$ cat config.mk
export PLATFORM = sky130hd
export DESIGN_NAME = regfile_wb_arbiter
export DESIGN_NICKNAME = d
export VERILOG_FILES = /design/src/rtl/regfile_wb_arbiter.sv
export SDC_FILE = /design/constraint.sdc
export NUM_CORES = 1
export LEC_CHECK = 0
export BUFFER_PORTS_ARGS = -buffer_cell sky130_fd_sc_hd__buf_2
export CAP_MARGIN = 30
export CORE_MARGIN = 2
export CORE_UTILIZATION = 30
export CTS_CLUSTER_SIZE = 14
export DETAILED_ROUTE_END_ITERATION = 10
export GPL_TIMING_DRIVEN = 1
export PLACE_DENSITY = 0.51
export SYNTH_ARGS = -nofsm -noshare
export SYNTH_HDL_FRONTEND = slang
export SYNTH_SLANG_ARGS = --single-unit
$ cat constraint.sdc
create_clock -name clk -period 3.2 [get_ports clk]
set_clock_uncertainty 0.15 [all_clocks]
set_input_delay 0.16 -clock clk [delete_from_list [all_inputs] [get_ports clk]]
set_output_delay 0.16 -clock clk [all_outputs]
set_load 0.02 [all_outputs]
$ cat src/rtl/regfile_wb_arbiter.sv
// Round-robin arbiter sharing the regfile write port among writeback sources.
// Ports: clk/rst (sync, active-high), hold, req_valid/req_ready/req_addr/req_data
// per source (packed), rf_we/rf_waddr/rf_wdata registered to the regfile, busy.
// Optional macro WB_CONFLICT_CNT_EN adds conflict_cnt (saturating, 16 bits).
module regfile_wb_arbiter #(
  parameter int NUM_REQ = 3,
  parameter int ADDR_W  = 5,
  parameter int DATA_W  = 32
) (
  input  logic                        clk,
  input  logic                        rst,
  input  logic                        hold,
  input  logic [NUM_REQ-1:0]          req_valid,
  output logic [NUM_REQ-1:0]          req_ready,
  input  logic [NUM_REQ*ADDR_W-1:0]   req_addr,
  input  logic [NUM_REQ*DATA_W-1:0]   req_data,
  output logic                        rf_we,
  output logic [ADDR_W-1:0]           rf_waddr,
  output logic [DATA_W-1:0]           rf_wdata,
  output logic                        busy
`ifdef WB_CONFLICT_CNT_EN
  ,
  output logic [15:0]                 conflict_cnt
`endif
);

  localparam int PTR_W = $clog2(NUM_REQ);

  logic [PTR_W-1:0]   ptr_q, ptr_d;
  logic               we_q, we_d;
  logic [ADDR_W-1:0]  waddr_q, waddr_d;
  logic [DATA_W-1:0]  wdata_q, wdata_d;

  logic [NUM_REQ-1:0] gnt;
  logic               found;
  logic [ADDR_W-1:0]  sel_addr;
  logic [DATA_W-1:0]  sel_data;
  logic [PTR_W-1:0]   nxt_ptr;
  int                 idx;

  // Search ptr, ptr+1, ... with wrap; the inner loop keeps every
  // select index constant.
  always_comb begin
    gnt      = '0;
    found    = 1'b0;
    sel_addr = '0;
    sel_data = '0;
    nxt_ptr  = ptr_q;
    idx      = 0;
    if (!rst && !hold) begin
      for (int k = 0; k < NUM_REQ; k++) begin
        idx = int'(ptr_q) + k;
        if (idx >= NUM_REQ) idx = idx - NUM_REQ;
        for (int i = 0; i < NUM_REQ; i++) begin
          if (!found && idx == i && req_valid[i]) begin
            found    = 1'b1;
            gnt[i]   = 1'b1;
            sel_addr = req_addr[i*ADDR_W +: ADDR_W];
            sel_data = req_data[i*DATA_W +: DATA_W];
            nxt_ptr  = (i == NUM_REQ-1) ? '0 : PTR_W'(i + 1);
          end
        end
      end
    end
  end

  assign req_ready = gnt;

  always_comb begin
    ptr_d   = ptr_q;
    we_d    = 1'b0;
    waddr_d = waddr_q;
    wdata_d = wdata_q;
    if (found) begin
      ptr_d   = nxt_ptr;
      // x0 writes are consumed but never reach the port.
      we_d    = (sel_addr != '0);
      waddr_d = sel_addr;
      wdata_d = sel_data;
    end
  end

  always_ff @(posedge clk) begin
    if (rst) begin
      ptr_q   <= '0;
      we_q    <= 1'b0;
      waddr_q <= '0;
      wdata_q <= '0;
    end else begin
      ptr_q   <= ptr_d;
      we_q    <= we_d;
      waddr_q <= waddr_d;
      wdata_q <= wdata_d;
    end
  end

  assign rf_we    = we_q;
  assign rf_waddr = waddr_q;
  assign rf_wdata = wdata_q;
  assign busy     = we_q;

`ifdef WB_CONFLICT_CNT_EN
  logic [15:0] cnt_q, cnt_d;

  always_comb begin
    cnt_d = cnt_q;
    if (!hold && $countones(req_valid) >= 2 && cnt_q != 16'hFFFF)
      cnt_d = cnt_q + 16'd1;
  end

  always_ff @(posedge clk) begin
    if (rst) cnt_q <= '0;
    else     cnt_q <= cnt_d;
  end

  assign conflict_cnt = cnt_q;
`endif

endmodule

# Yosys cells after proc, flatten, opt, wreduce, memory -nomap -nowiden
# Cells that the tools add are included.
# word_totals
out_inout_bits,42
word_cells,116
inputBits,117
register_bits,40
# classes
n_lt_le_gt_ge,3
n_bitwise,1
muxes,62
n_reduce_logical,35
addsub,5
n_eq_ne,6
# op_table
op,count
$mux W32,16
$eq A32 B2 Y1 const B,3
$eq A32 B3 Y1 const B,3
$logic_not A32 Y1,3
$mux W5,10
$mux W1,26
$logic_and A1 B1 Y1,18
$mux W2,9
$logic_not A1 Y1,10
$reduce_bool A9 Y1,1
$sub A3 B2 Y4 const B,2
$ge A3 B2 Y1 const B,2
$reduce_bool A5 Y1,1
$add A2 B1 Y3 const B,1
$add A2 B2 Y3 const B,1
$mux W3,1
$reduce_and A3 Y1,1
$sub A2 B2 Y3 const B,1
$ge A2 B2 Y1 const B,1
$reduce_or A2 Y1,1
$not A1 Y1,1

# Logic depth before layout (Yosys ltp)
# Gate-level depths: netlist of the first run.
# depth
word_depth,49
mapped_depth,11
ltp_nobuf,8

# Least setup slack after synthesis of the first run
# OpenSTA, ideal clock, no wires.
# synth_path
path_type,reg-to-reg
from,register ptr_q[0]
to,"register we_q, in the netlist busy"
period_less_slack_ps,2430
arrival_time_ps,2146
stages_incl_launch_ff,9
path_buffers,1
path_slack_ps,770
required_time_ps,2916
cell_sequence,dfxtp_1 > inv_1 > ha_1 > buf_6 > or2b_2 > a21oi_2 > o211a_1 > a221o_1 > or4_1
# synth_via
elab_chain_cells,49
word_cells_on_any_way,79
# synth_rtl
element,line_no,source
from (decl),29,"logic [PTR_W-1:0] ptr_q, ptr_d;"
from (signal assigned),90,ptr_q <= ptr_d;
$sub A2 B2 Y3 / $ge A2 B2 Y1 (equally long branches),53,if (idx >= NUM_REQ) idx = idx - NUM_REQ;
$mux W32,53,
$mux W32,50,if (!rst && !hold) begin
$logic_not A32 Y1,55,if (!found && idx == i && req_valid[i]) begin
$logic_and A1 B1 Y1,55,
$mux W1,55,
$mux W1,50,
$logic_not A1 Y1,55,
[... 32 more ...],--,
$mux W1,55,
$mux W1,50,
$logic_not A1 Y1,55,
$logic_and A1 B1 Y1 (2 in series),55,
$mux W1,55,
$mux W1,50,
$not A1 Y1 (no line),--,
$reduce_or A2 Y1 (no line),--,
to (signal assigned),91,we_q <= we_d;
to (decl),30,"logic we_q, we_d;"
# Several ways; a longest one is shown, not always the timed one. The select of a mux whose other input is x is not followed.
# A chain may end at the register's enable or synchronous reset.

# Worst setup path in the final report of the first run
# layout_path
from,register ptr_q[0]
to,"register waddr_q[1], in the netlist rf_waddr[1]"
# layout_via
elab_chain_cells,47
word_cells_on_any_way,76
# layout_rtl
element,line_no,source
$sub A2 B2 Y3 / $ge A2 B2 Y1 (equally long branches),53,
$mux W32,53,
$mux W32,50,
$logic_not A32 Y1,55,
$logic_and A1 B1 Y1,55,
$mux W1,55,
$mux W1,50,
$logic_not A1 Y1,55,
[... 29 more ...],--,
$logic_not A1 Y1,55,
$logic_and A1 B1 Y1 (2 in series),55,
$mux W1,55,
$mux W1,50,
$logic_not A1 Y1,55,
$logic_and A1 B1 Y1 (2 in series),55,
$mux W5 / $mux W1 (equally long branches),55,
$mux W5 / $mux W1 (equally long branches),50,
to (signal assigned),92,waddr_q <= waddr_d;
to (decl),31,"logic [ADDR_W-1:0] waddr_q, waddr_d;"
# Several ways; a longest one is shown, not always the timed one. The select of a mux whose other input is x is not followed.

==> results.md, run 1 <==
Cells and area:
- The multi-input combinational cells in the finished layout cover a total of roughly 2500 um2.
- Compared with the post-synthesis result, the final layout area differs by 28.99%.
- Across the whole layout, storage elements account for approximately 800 um2.
- The number of antenna diodes in the final layout is 0.
- The layout cell share with drive strength beyond 1 is between 30% and 40%.
- The non-filler instance count after layout is 779.
- The final-layout fill cell count is 1,297.
- The cell area after layout is 4659 um2.
- At the end of the flow, the number of nets in the layout was 751.

Power and ir drop:
- The sum of internal, switching and leakage power is between 1.5 and 2 mW.
- Summed over all cells, the static leakage comes to 2.116 nW.
- The worst supply voltage drop on vdd is between 0.2 and 0.25 mV.
- The power per standard cell area is 428.8 nW/um2.

Floorplan:
- The floorplan has 40 rows.
- The horizontal die dimension is about 110 um.
- During I/O placement, the number of pins put on the boundary was between 150 and 200.
- After floorplanning, the core was sized to cover around 12,000 um2.
- The die covers roughly 13,000 um2.
- The die height is about 110 um.
- The initial cell density of the core is 30.45%.

Logic synthesis:
- The synthesized netlist contains 57 unique library cells.
- For this run, the leading register cell type out of synthesis is sky130_fd_sc_hd__dfxtp_1.
- For this run, the register share of the synthesized area comes to between 20 and 25%.
- The cell count after synthesis is approximately 500.
- Counting flops and latches in the post-synthesis netlist gives 40.
- The area fraction of the dominant cell type after synthesis is 22.17%.
- The commonest cells after synthesis are 80 x sky130_fd_sc_hd__a21oi_1, 51 x sky130_fd_sc_hd__nand2_1, 40 x sky130_fd_sc_hd__dfxtp_1.
- The biggest area contributor in the post-synthesis netlist is sky130_fd_sc_hd__dfxtp_1.
- The warning count from the yosys run is 0.
- The synthesized netlist occupies a cell area of between 3000 and 4000 um2.
- In the post-synthesis netlist, the biggest area contributors are sky130_fd_sc_hd__dfxtp_1 22%, sky130_fd_sc_hd__a21oi_1 11%, sky130_fd_sc_hd__o221ai_1 5.8%.
- The per-instance average area after synthesis is 7.283 um2.
- For this run, asynchronously set or reset flops after synthesis account for 0%.
- When the netlist entered floorplanning its net count stood at roughly 600.
- The most common cell in the netlist is sky130_fd_sc_hd__a21oi_1.
- The synthesized design contains 0 enable-type register cells.

Routing:
- The routed layout has 4,819 vias.
- The remaining design rule violation count is 0.
- In the final routed layout, each cell accounts on average for about 21 um.
- The first detailed-routing pass took 5 iterations.
- The detailed router finished its first iteration with roughly 430 violations.
- The mean number of vias per cell is 6.186.
- The wire length reported by the detailed router is between 15,000 and 20,000 um.
- The number of nets with antenna violations after detailed routing is 0.

Timing:
- The number of pins exceeding their max-slew limit in the final report is 0.
- The minimum period implied by the final worst setup slack is between 3000 and 4000 ps.
- The worst slew margin relative to its limit is 27.96%.
- The worst path uses 95.35% of the clock period.
- For the pin with the worst max-slew slack, the measured transition is between 1000 and 1500 ps.
- Setup repair after global routing left no endpoint under its margin.
- The highest attainable clock frequency is between 300 and 400 MHz.
- The final hold violation count is 0.
- Setup violations remaining at the end of the flow were counted as 0.
- Setup total negative slack on the finished layout was measured at 0 ps.

Setup path:
- Among the stages of the critical path, the cell type that occurs most often is sky130_fd_sc_hd__nand2_1.
- The slowest stage of the critical path belongs to the cell sky130_fd_sc_hd__dlygate4sd3_1.
- The critical path contains buffers and inverters numbering 2 combined.
- The startpoint kind of the worst setup timing path is a flop.
- Data on the critical path arrives at its endpoint at about 3000 ps.
- The worst setup path is of the reg -> reg kind.
- The stage delay of the slowest cell on the critical path is about 620 ps.
- Data on the critical path is required at its endpoint by around 3200 ps.
- The family with the most delay on the worst path is compound AO/OA/AOI/OAI gates.
- Of all nets on the critical path, the largest fanout is 16.
- Traced cell by cell, the critical path runs through inv_1, ha_1, nand2_1, o211ai_2, a21oi_1, a221oi_1, dlygate4sd3_1, nand2_1.
- The capturing element type of the critical path is a flop.

Placed design:
- Counting tap cells, the placed design contains a total of 770 instances.
- In this run the cell area measured after placement is 4506 um2.
- Routability-driven placement finished with a final weighted congestion of around 0.88.
- The placed wire-length estimate after detailed placement is ~11,000 um.
- Input and output buffers added on the ports amount to around 160.

Min path:
- In this run the worst hold path is classified as in -> reg.

Clock network:
- The H-tree depth is 2.
- The CTS tree is done.
- The clock tree root driver cell is sky130_fd_sc_hd__clkbuf_16.
- Buffers added to address setup during post-CTS repair amount to 0.
- The clock edge transition at the registers on the reported setup and hold paths is roughly 60 ps.
- The longest clock path from root to sink contains 2 buffers.
- The number of buffers created by CTS is 5.
- The number of clock sinks seen by CTS is 40.
- The clock reaches the later pin of the worst-skew pair after 290 ps.

GRT:
- The wire length of the first global-routing pass is approximately 24,000 um.
- The leftover overflow at the end of global routing is 0.
- The global-route usage over all layers is 23.45%.
- The number of antenna violations at the first check in global routing is 0.
- Entering global routing, the biggest net connects 35 pins.
- The via count of the first global-routing pass is approximately 4,600.

Flow run:
- Across the run, the number of max-cap violations was 0.

Outcome:
- The run finished with clean final reports.
[flip-flops by register name (all words and copies together) (netlist names)]
name and flops:
busy 1, ptr_q 2, rf_waddr 5, rf_wdata 32
[per-stage QoR]
step           setup WS [ps]  util (%)  hold WS [ps]
6_report               148.7     39.28         29.64
5_1_grt               0.6986     39.28         23.85
4_1_cts                280.4     39.28         11.98
3_5_place_dp           303.6     37.99         257.0
3_3_place_gp           371.8     37.92         267.2
2_1_floorplan          769.8         -         154.6
[report_power, final]
part	switching, mW	internal, mW	total (mW)
clock network	0.206	0.284	0.490
registers	0.0412	0.578	0.619
logic	0.533	0.356	0.889
total	0.781	1.22	2.00
[cell usage in the layout (no fill, tap or decap), types with 10 or more instances in the layout]
cell	instances
sky130_fd_sc_hd__a21oi_1	80
sky130_fd_sc_hd__a221o_1	20
sky130_fd_sc_hd__a221oi_1	11
sky130_fd_sc_hd__a22o_1	10
sky130_fd_sc_hd__a22oi_1	21
sky130_fd_sc_hd__buf_2	158
sky130_fd_sc_hd__buf_4	22
sky130_fd_sc_hd__dfxtp_1	40
sky130_fd_sc_hd__nand2_1	51
sky130_fd_sc_hd__nand3b_1	21
sky130_fd_sc_hd__nor2_1	27
sky130_fd_sc_hd__o21ai_0	38
sky130_fd_sc_hd__o221ai_1	24
sky130_fd_sc_hd__o22ai_1	11
[cells by family after synthesis]
group / count (synthesis) / synth area share (%)
muxes: 1 / 0.2771
and+or+nand+nor: 133 / 18.95
adders and majority gates: 2 / 0.6926
DFF: 40 / 22.17
AOI/OAI and AO/OA: 261 / 50.22
buffers and inverters: 59 / 7.690
[worst paths after layout]
| kind | from | to | slack [ps] | depth (start not counted) |
|---|---|---|---|---|
| max | ptr_q[0] | rf_waddr[1] | 150 | 8 |
| min | req_data[94] | rf_wdata[30] | 30 | 2 |
| max reg2reg | ptr_q[0] | rf_waddr[1] | 150 | 8 |
| min reg2reg | rf_waddr[1] | rf_waddr[1] | 310 | 2 |
[per-layer routing]
layer | GRT usage (%) | wire [um]
met2 | 37.25 | 7095
met3 | 5.792 | 1657
met1 | 31.68 | 6945
met4 | 6.748 | 274
met5 | 0 | 0
[area by class of cell]
class | count | area share (%)
clock buffers | 6 | 2.766
clock inverters | 1 | 0.1074
inverters | 6 | 0.4834
multi-input cells | 397 | 54.57
flip-flops and latches | 40 | 17.19
well taps | 147 | 3.947
repair buffers | 182 | 20.95
[repair_timing]
| item | CTS | global route |
|---|---|---|
| hold endpoints to repair | 1 | 0 |
| hold buffers | 2 | 0 |
| gates resized for setup | 0 | 0 |
Note: power is estimated with default switching activity, not from simulation.
==> run 2, diff against run 1 <==
- HOLD_SLACK_MARGIN: unset -> 0.03
==> results.md, run 2 (same netlist as run 1, synthesis figures left out) <==
Setup path:
- The stage delay of the slowest cell on the critical path is between 600 and 700 ps.
- The startpoint kind of the worst setup timing path is a flop.
- Among all stages on the critical path, the largest delay is contributed by sky130_fd_sc_hd__dlygate4sd3_1.
- The startpoint of the lowest-slack register-to-register path is ptr_q[0].
- The most numerous cell on the critical path is sky130_fd_sc_hd__nand2_1.
- The critical path goes through inv_1, ha_1, nand2_1, o211ai_2, a21oi_1, a221oi_1, dlygate4sd3_1, nand2_1.
- Across all register-to-register paths, the minimum setup slack is around 160 ps.
- The arrival time reported for the critical path endpoint is between 3000 and 4000 ps.
- In this run the critical register-to-register path is captured at rf_waddr[1].
- The capturing element type of the critical path is a flop.
- For the worst flop-to-flop path, the logic depth is 8.
- In this run the worst setup path begins at ptr_q[0].
- The endpoint required time on the critical path is around 3200 ps.
- Of all nets on the critical path, the largest fanout is 16.
- The critical path in this run is classified as reg -> reg.

Power and ir drop:
- The switching power is about 800 uW.
- The clock share of power is about a quarter.
- The switching fraction of total power is between 30% and 40%.
- The internal power summed over all cells is 1.218 mW.
- The sequential group share of total power is a little under a third.
- Total power for the finished layout comes to around 2 mW.
- The worst supply voltage drop on vdd is 0.2016 mV.
- Combinational cells account for 44.6% of the total power.
- The static leakage is about 2.1 nW.
- Dividing total power by cell area gives a power density of 428.3 nW/um2.

Timing:
- In this run the tightest slew margin relative to its limit is between 20 and 30%.
- After layout, the worst setup slack is approximately 160 ps.
- The setup violation total in the final timing report is 0.
- The period utilization is a little over nine tenths.
- The final hold violation count was 0.
- At the pin with the least slew margin, the transition time is 1053 ps.
- The number of pins exceeding their max-slew limit in the final report is 0.
- Setup repair after global routing left no endpoint under its margin.
- The highest attainable clock frequency is about 330 MHz.
- The minimum period implied by the final worst setup slack is between 3000 and 4000 ps.
- The post-route worst hold slack is roughly 50 ps.
- The setup TNS is 0 ps.

Routing:
- The detail route stage leaves a number of antenna-violating nets equal to 0.
- The routed layout has between 4,000 and 5,000 vias.
- The violation count after the first detailed-route iteration is roughly 470.
- The remaining design rule violation count is 0.
- The mean number of vias per cell is between 6 and 7.
- Wires add up to between 15,000 and 20,000 um.
- The met3 routed wirelength is around 1600 um.
- The pre-antenna-repair detailed-routing pass consisted of 5 iterations.
- The highest layer touched by signal routing is met4.
- The routed wire length on met2 is between 7000 and 8000 um.
- The met1 wire length is between 7000 and 8000 um.
- In the final routed layout, each cell accounts on average for approximately 21 um.

Floorplan:
- During I/O placement, the number of pins put on the boundary was 159.
- The die footprint is between 10,000 and 15,000 um2.
- Once the floorplan was initialized, standard cells occupied ~30% of the core.
- The horizontal die dimension is approximately 110 um.
- From bottom edge to top edge, the die measures between 100 and 150 um.
- The number of cell rows is 40.
- The placeable core area is roughly 12,000 um2.

Cells and area:
- The number of diodes is 0.
- The final layout contains between 700 and 800 nets.
- The top cell types in the final layout, fill and taps aside, are 158 x sky130_fd_sc_hd__buf_2, 80 x sky130_fd_sc_hd__a21oi_1, 51 x sky130_fd_sc_hd__nand2_1.
- The final core utilization is 39.37%.
- The library cell used most frequently in the layout, excluding fill and tap cells, is sky130_fd_sc_hd__buf_2.
- The non-filler instance count after layout is 780.
- The register with the most flip-flops in the layout has 32 of them.
- The final-layout fill cell count is between 1,000 and 1,500.
- The finished cells cover roughly 4700 um2.
- Relative to the synthesized area, the layout overhead comes to 29.27%.
- Cells with a size suffix above 1 make up 31.12% of the layout.

Clock network:
- The worst-skew pair later-pin latency is 290 ps.
- The clock tree root driver cell is sky130_fd_sc_hd__clkbuf_16.
- The clock edge transition at the registers on the reported setup and hold paths is ~60 ps.
- The number of buffers created by CTS is 5.
- TritonCTS built the clock tree.
- The longest clock path from root to sink contains 2 buffers.
- The H-tree depth is 2.
- For this design, the sink count on the clock tree is 40.

Placed design:
- The placed wire-length estimate after detailed placement is 11,400 um.
- The area of placed instances is 4506 um2.
- The global placement routability congestion is around 0.88.
- The number of cells in the design after placement is 770.
- The pre-CTS worst setup slack is between 300 and 400 ps.
- In this run the tool buffered the top-level ports with approximately 160 buffer cells.

Min path:
- The tightest min-delay check is of the in -> reg type.
- The capture endpoint of the worst hold path is rf_wdata[6].
- The worst hold path passes through 3 cells.
- The startpoint of the worst hold path is req_data[38].

GRT:
- The leftover overflow at the end of global routing is 0.
- The via count of the first global-routing pass is roughly 4,600.
- The wire length of the first global-routing pass is 24,420 um.
- Entering global routing, the biggest net connects 35 pins.
- For this run, the total global-route usage over all layers was measured as between 20% and 30%.
- The number of antenna violations at the first check in global routing is 0.

Outcome:
- The run finished with clean final reports.

Flow run:
- Max-cap violations in this run came to 0.
-- run 2: changes by cell type in the layout (fill, tap and decap cells not counted), sizes merged --
cell and delta:
dlygate4sd3 +1
-- run 2: cell type report --
class / instances / area, um2 / area share [%]
multi-input combinational: 397 / 2542 / 54.45
timing repair buffer: 183 / 985.9 / 21.11
sequential: 40 / 800.8 / 17.15
tap: 147 / 183.9 / 3.939
clock buffer: 6 / 128.9 / 2.760
inverter: 6 / 22.52 / 0.4823
clock inverter: 1 / 5.005 / 0.1072
-- run 2: worst max path at each step --
| stage | to | slack (ps) | cells after the start |
|---|---|---|---|
| 6_report | rf_waddr[1] | 160 | 8 |
| 3_5_place_dp | rf_wdata[22] | 300 | 8 |
| 3_3_place_gp | rf_wdata[14] | 370 | 8 |
| 2_1_floorplan | busy | 770 | 8 |
| 4_1_cts | rf_waddr[1] | 280 | 8 |
| 5_1_grt | rf_waddr[1] | 0.7 | 8 |
-- run 2: critical path: cells and delay by family (launching register included) --
kind	cells	cell delay, ps
AOI/OAI and AO/OA	3	870
adders and majority gates	1	520
buffers and inverters	2	690
DFF	1	310
and+or+nand+nor	2	390
-- run 2: what timing repair did --
| item | in CTS | in global routing |
|---|---|---|
| endpoints found under the hold margin | 2 | 0 |
| hold buffers | 3 | 0 |
| buffers inserted | 0 | 0 |
| gates resized for setup | 0 | 0 |
-- run 2: per-layer routing --
metal,vias to the layer above,track usage [%]
li1,2229,-
met1,2297,31.71
met2,289,37.29
met3,17,5.739
met4,0,6.748
met5,-,0
-- run 2: power groups by stage --
| stage | Clock, mW | Sequential, mW | Combinational [mW] |
|---|---|---|---|
| final | 0.490 | 0.619 | 0.891 |
| after global routing | 0.524 | 0.628 | 0.968 |
| after CTS | 0.509 | 0.620 | 0.883 |
| after detailed placement | 0 | 0.631 | 0.877 |
| after global placement | 0 | 0.630 | 0.865 |
| after floorplan | 0 | 0.719 | 0.485 |
